$ cat config.mk
export PLATFORM = sky130hd
export DESIGN_NAME = dmem_arbiter
export DESIGN_NICKNAME = d
export VERILOG_FILES = /design/src/rtl/dmem_arbiter.sv
export SDC_FILE = /design/constraint.sdc
export NUM_CORES = 1
export LEC_CHECK = 0
export ABC_AREA = 1
export ABC_CLOCK_PERIOD_IN_PS = 3600
export BUFFER_PORTS_ARGS = -buffer_cell sky130_fd_sc_hd__buf_2
export CORE_MARGIN = 3
export CORE_UTILIZATION = 48
export CTS_CLUSTER_SIZE = 12
export DETAILED_ROUTE_END_ITERATION = 8
export GPL_ROUTABILITY_DRIVEN = 0
export GPL_TIMING_DRIVEN = 0
export PLACE_DENSITY = 0.82
export SETUP_SLACK_MARGIN = 0.5
export SYNTH_ARGS = -nofsm -noshare
export SYNTH_HDL_FRONTEND = slang
export SYNTH_SLANG_ARGS = --single-unit
$ cat constraint.sdc
create_clock -name clk -period 3.6 [get_ports clk]
set_clock_uncertainty 0.2 [all_clocks]
set_input_delay 0.36 -clock clk [delete_from_list [all_inputs] [get_ports clk]]
set_output_delay 0.36 -clock clk [all_outputs]
set_load 0.01 [all_outputs]
$ cat src/rtl/dmem_arbiter.sv
// dmem_arbiter: two-port arbiter and access sequencer in front of the
// single-ported data memory. Port C (core LSU) and port D (DMA/debug) share
// the memory. Each accepted request is captured, driven onto the memory for
// one ACCESS cycle, and answered with a one-cycle response pulse in RESP.
// Misaligned or illegal accesses never reach the memory and are answered
// with err=1, rdata=0.
//
// Ports:
//   clk, rst_n                    clock, async active-low reset
//   c_*/d_* req,we,addr,wdata,funct3   request fields per port
//   c_*/d_* gnt,rvalid,rdata,err       grant and response per port
//   mem_MemRead, mem_MemWrite, mem_a, mem_wd, mem_Funct3  memory side
//   mem_rd                        memory read data (combinational)
//
// Configuration macro: DMEM_ARB_FIXED_PRIO_EN
//   defined   -> fixed priority, C always beats D
//   undefined -> round-robin using a last-grant register (resets to D)

module dmem_arbiter #(
    parameter int unsigned DM_ADDRESS = 9,
    parameter int unsigned DATA_W     = 32
) (
    input  logic                  clk,
    input  logic                  rst_n,
    input  logic                  c_req,
    input  logic                  c_we,
    input  logic [DM_ADDRESS-1:0] c_addr,
    input  logic [DATA_W-1:0]     c_wdata,
    input  logic [2:0]            c_funct3,
    output logic                  c_gnt,
    output logic                  c_rvalid,
    output logic [DATA_W-1:0]     c_rdata,
    output logic                  c_err,
    input  logic                  d_req,
    input  logic                  d_we,
    input  logic [DM_ADDRESS-1:0] d_addr,
    input  logic [DATA_W-1:0]     d_wdata,
    input  logic [2:0]            d_funct3,
    output logic                  d_gnt,
    output logic                  d_rvalid,
    output logic [DATA_W-1:0]     d_rdata,
    output logic                  d_err,
    output logic                  mem_MemRead,
    output logic                  mem_MemWrite,
    output logic [DM_ADDRESS-1:0] mem_a,
    output logic [DATA_W-1:0]     mem_wd,
    output logic [2:0]            mem_Funct3,
    input  logic [DATA_W-1:0]     mem_rd
);

    typedef enum logic [1:0] {
        IDLE   = 2'd0,
        ACCESS = 2'd1,
        RESP   = 2'd2
    } state_t;

    state_t                state_q;
    state_t                state_d;
    logic                  owner_d_q;   // 1 = port D owns the access in flight
    logic                  illegal_q;
    logic                  any_req;
    logic                  start;
    logic                  win_d;
    logic                  w_we;
    logic [DM_ADDRESS-1:0] w_addr;
    logic [DATA_W-1:0]     w_wdata;
    logic [2:0]            w_funct3;
    logic                  w_legal;
    logic [DATA_W-1:0]     resp_data;

    // Legality of a load/store: funct3 must be a supported encoding and the
    // address must be naturally aligned to the access size.
    function automatic logic access_legal(input logic we, input logic [1:0] a_lo,
                                          input logic [2:0] f3);
        logic f3_ok;
        logic aligned;
        if (we) f3_ok = (f3 == 3'b000) || (f3 == 3'b001) || (f3 == 3'b010);
        else    f3_ok = (f3 == 3'b000) || (f3 == 3'b001) || (f3 == 3'b010) ||
                        (f3 == 3'b100) || (f3 == 3'b101);
        case (f3[1:0])
            2'b01:   aligned = ~a_lo[0];
            2'b10:   aligned = (a_lo == 2'b00);
            default: aligned = 1'b1;
        endcase
        return f3_ok && aligned;
    endfunction

    assign any_req = c_req | d_req;
    assign start   = ((state_q == IDLE) || (state_q == RESP)) && any_req;

`ifdef DMEM_ARB_FIXED_PRIO_EN
    // C always wins a tie.
    assign win_d = d_req & ~c_req;
`else
    logic last_d_q;   // 1 = D was granted last

    // Tie goes to whichever port was not granted last.
    assign win_d = d_req & (~c_req | ~last_d_q);

    // Last-grant register, updated at each arbitration point.
    always_ff @(posedge clk or negedge rst_n) begin
        if (!rst_n)     last_d_q <= 1'b1;
        else if (start) last_d_q <= win_d;
    end
`endif

    // Winner's request fields.
    assign w_we     = win_d ? d_we     : c_we;
    assign w_addr   = win_d ? d_addr   : c_addr;
    assign w_wdata  = win_d ? d_wdata  : c_wdata;
    assign w_funct3 = win_d ? d_funct3 : c_funct3;
    assign w_legal  = access_legal(w_we, w_addr[1:0], w_funct3);

    // Only a legal load drives MemRead, so this gates errors and stores to 0.
    assign resp_data = mem_MemRead ? mem_rd : '0;

    // State register.
    always_ff @(posedge clk or negedge rst_n) begin
        if (!rst_n) state_q <= IDLE;
        else        state_q <= state_d;
    end

    // Next-state logic.
    always_comb begin
        state_d = state_q;
        case (state_q)
            IDLE:    if (any_req) state_d = ACCESS;
            ACCESS:  state_d = RESP;
            RESP:    state_d = any_req ? ACCESS : IDLE;
            default: state_d = IDLE;
        endcase
    end

    // Capture, memory drive and response registers.
    always_ff @(posedge clk or negedge rst_n) begin
        if (!rst_n) begin
            owner_d_q    <= 1'b0;
            illegal_q    <= 1'b0;
            c_gnt        <= 1'b0;
            d_gnt        <= 1'b0;
            c_rvalid     <= 1'b0;
            d_rvalid     <= 1'b0;
            c_err        <= 1'b0;
            d_err        <= 1'b0;
            c_rdata      <= '0;
            d_rdata      <= '0;
            mem_MemRead  <= 1'b0;
            mem_MemWrite <= 1'b0;
            mem_a        <= '0;
            mem_wd       <= '0;
            mem_Funct3   <= 3'b000;
        end else begin
            c_gnt        <= 1'b0;
            d_gnt        <= 1'b0;
            c_rvalid     <= 1'b0;
            d_rvalid     <= 1'b0;
            c_err        <= 1'b0;
            d_err        <= 1'b0;
            c_rdata      <= '0;
            d_rdata      <= '0;
            mem_MemRead  <= 1'b0;
            mem_MemWrite <= 1'b0;
            if (start) begin
                owner_d_q    <= win_d;
                illegal_q    <= ~w_legal;
                c_gnt        <= ~win_d;
                d_gnt        <= win_d;
                mem_a        <= w_addr;
                mem_wd       <= w_wdata;
                mem_Funct3   <= w_funct3;
                mem_MemRead  <= w_legal & ~w_we;
                mem_MemWrite <= w_legal & w_we;
            end
            if (state_q == ACCESS) begin
                if (owner_d_q) begin
                    d_rvalid <= 1'b1;
                    d_err    <= illegal_q;
                    d_rdata  <= resp_data;
                end else begin
                    c_rvalid <= 1'b1;
                    c_err    <= illegal_q;
                    c_rdata  <= resp_data;
                end
            end
        end
    end

endmodule

==> run_results.csv <==
group,metric,value,unit
power,ir_drop,416,µV
critical_path,worst-setup-path-type,"flip-flop to flip-flop",
global_route,gr-total-overflow,0,
critical_path,critical_path_depth,9,
clock_network,cts_max_level,4,
critical_path,crit_path_frequent_cell,"nand2_1",
sta,min_period,2.40,ns
critical_path,rr_worst_depth,9,
place,hpwl,9690,µm
sta,hold_slack,0.0282,ns
global_route,grt_use_total,0.339,
critical_path,arrival,2.57,ns
critical_path,timing.rr.start,"last_d_q$_DFFE_PN1P_",
cells_and_area,antennaDiodeCount,0,
cells_and_area,area.sequential,0.00303,mm²
synth,syn_area_per_cell,9.75,µm²
power,p_leak,4.16,nW
clock_network,cts_tree,"yes",
global_route,grt_pass1_wl,27200,µm
routing,viasPerCell,5.21,
cells_and_area,area_delta_synth_final,68.3,%
power,p_per_area,529,mW/mm²
sta,slew_viol_final,0,
clock_network,cts_resized,0,
floorplanning,start_util,0.507,
sta,fin_crit_sh,0.666,
routing,vias,5126,
critical_path,path_max_fanout,10,
synth,synth-seq-area-share,0.665,
critical_path,crit_start,"last_d_q$_DFFE_PN1P_",
hold_path,hp-class,"input port to flip-flop",
critical_path,r2r-end,"mem_wd[0]$_DFFE_PN0P_",
clock_network,numCtsBuffers,17,
clock_network,cts-root-buf,"clkbuf_8",
critical_path,critPathSlowestCell,"dlygate4sd3_1",
critical_path,cp-end-kind,"flip-flop",
clock_network,clockBufferDepth,2,
run,max-cap-violations,0,
synth,syn_area,0.00455,mm²
place,place_inst,835,
synth,synth-seq-cells,121,
cells_and_area,final_common_cell,"buf_2",
cells_and_area,final_cell_mix,"252 x buf_2, 170 x nand2_1, 120 x dfrtp_1",
cells_and_area,drive_gt1_frac,0.369,
floorplanning,dieArea,0.0107,mm²
critical_path,start_kind,"flip-flop",
cells_and_area,fillers,402,
global_route,grt_max_degree,69,
clock_network,post_cts_buffers,0,
sta,tns,0,ns
synth,synth_cells,467,
critical_path,path_cells,"nand2_1, nand2_2, inv_2, nand2_1, inv_2, buf_2, nand2_1, nand3_1, dlygate4sd3_1",
routing,first_iter_violations,240,
global_route,use_met1,0.361,
cells_and_area,fin_area,0.00766,mm²
floorplanning,num_rows,34,
global_route,use_met2,0.594,
global_route,grt_busiest_layer,"met2",
floorplanning,boundaryPins,242,
critical_path,reg2reg_slack,1.20,ns
critical_path,max_stage_delay,0.60,ns
sta,max_freq,417,MHz
clock_network,cts_sinks,121,
sta,tightestPinTransition,0.521,ns
cells_and_area,layout.nets,974,
routing,drc,0,
clock_network,clock_latency,0.49,ns
synth,yosys_warnings,0,
sta,setup_viol,0,
place,place_area,0.00595,mm²
cells_and_area,multi_input_area,0.00132,mm²
sta,rsz0062_at_grt,"false",
synth,syn_nets,596,
critical_path,crit_family,"buffers and inverters",
global_route,antenna_found_initial,0,
floorplanning,die_w,103,µm
routing,wire_per_inst,18.1,µm
critical_path,endpoint,"mem_wd[0]$_DFFE_PN0P_",
cells_and_area,fin_cells,983,
clock_network,path_clk_slew,0.06,ns
critical_path,cp.required,3.77,ns
routing,dr.pass1.iters,5,
global_route,grt_pass1_vias,5466,
sta,timing.slew.headroom,0.653,
sta,hold_viol_final,0,
critical_path,worst-path-buf-inv,4,
place,port_buffers,241,
run_status,run_status,"complete, no violations",
routing,ant_nets,0,
routing,totalWireLength,17800,µm
floorplanning,design.core.area,0.00898,mm²
synth,yosysUniqueCellTypes,19,
power,power,4.05,mW
floorplanning,die_y,103,µm
global_route,use_met3,0.103,
==> layer usage <==
| layer | vias to the layer above | share of wire |
|---|---|---|
| met2 | 417 | 0.50 |
| met3 | 89 | 0.10 |
| met1 | 2419 | 0.33 |
| met4 | 0 | 0.057 |
| met5 | - | 0 |
| li1 | 2201 | - |
==> through the flow <==
stage	util	setup WS, ns
floorplan	-	1.58
global placement	0.659	0.615
detailed placement	0.663	1.35
CTS	0.853	1.28
global route	0.853	1.08
finish	0.853	1.20
==> report_power, final <==
part	switching [mW]	total [mW]	internal, mW
logic	0.483	0.923	0.440
clock network	0.622	1.54	0.914
registers	0.0925	1.59	1.50
total	1.20	4.05	2.85
==> state kept, by name, summed over array words and instances (netlist names) <==
| signal | flops |
|---|---|
| c_gnt | 1 |
| mem_MemWrite | 1 |
| last_d_q | 1 |
| illegal_q | 1 |
| c_rvalid | 1 |
| owner_d_q | 1 |
| d_gnt | 1 |
| d_err | 1 |
| mem_MemRead | 1 |
| state_q | 2 |
| mem_Funct3 | 3 |
| d_rdata | 32 |
| mem_a | 9 |
| c_rdata | 32 |
| c_err | 1 |
| mem_wd | 32 |
| d_rvalid | 1 |
==> cells by family after synthesis <==
logic type               share of synthesized area
AND/OR/NAND/NOR                              0.270
buffers and inverters                       0.0445
flip-flops                                   0.665
adder cells (fa/ha/maj)                    0.00824
AO/OA/AOI/OAI                               0.0115
==> synthesized netlist by cell type <==
cell type / count / area share
a21oi_1: 1 / 0.0011
a31oi_1: 2 / 0.0027
buf_2: 12 / 0.013
buf_6: 6 / 0.015
clkbuf_1: 3 / 0.0025
dfrtp_1: 120 / 0.66
dfstp_2: 1 / 0.0058
ha_1: 3 / 0.0082
inv_1: 9 / 0.0074
inv_2: 8 / 0.0066
nand2_1: 170 / 0.14
nand2_2: 1 / 0.0014
nand3_1: 44 / 0.048
nor2_1: 63 / 0.052
nor2_2: 12 / 0.016
nor2_4: 2 / 0.0049
nor2_8: 1 / 0.0044
o21ai_0: 7 / 0.0077
or2_0: 2 / 0.0027
==> worst min-delay path: stages <==
cell and delay, ns:
buf_2 0.10, nor2_2 0.06, nor2_8 0.14
==> how the worst min path moves through the flow <==
stage                                       from                     end  slack [ns]  cells past startpoint
final                                      c_req  state_q[0]$_DFFE_PN0P_        0.03                      3
after global placement    state_q[1]$_DFFE_PN0P_  state_q[1]$_DFFE_PN0P_        0.22                      1
after detailed placement                   rst_n         d_gnt$_DFF_PN0_        0.15                      1
after floorplan                            rst_n         c_err$_DFF_PN0_       -0.14                      0
after global routing                       c_req  state_q[0]$_DFFE_PN0P_        0.04                      3
after CTS                                  c_req  state_q[0]$_DFFE_PN0P_        0.01                      3
==> what timing repair did <==
action                                 in CTS  in global routing
hold buffers                              117                  0
setup endpoints to repair                   0                  0
endpoints found under the hold margin     159                  0
==> layout make-up <==
type	count	area share
Clock buffer	17	0.0541
Clock inverter	14	0.0163
Inverter	17	0.00833
Sequential cell	121	0.395
Buffer	21	0.0181
Timing Repair Buffer	359	0.315
Multi-Input combinational cell	308	0.172
Tap cell	126	0.0206
Note: power is estimated with default switching activity, not from simulation.
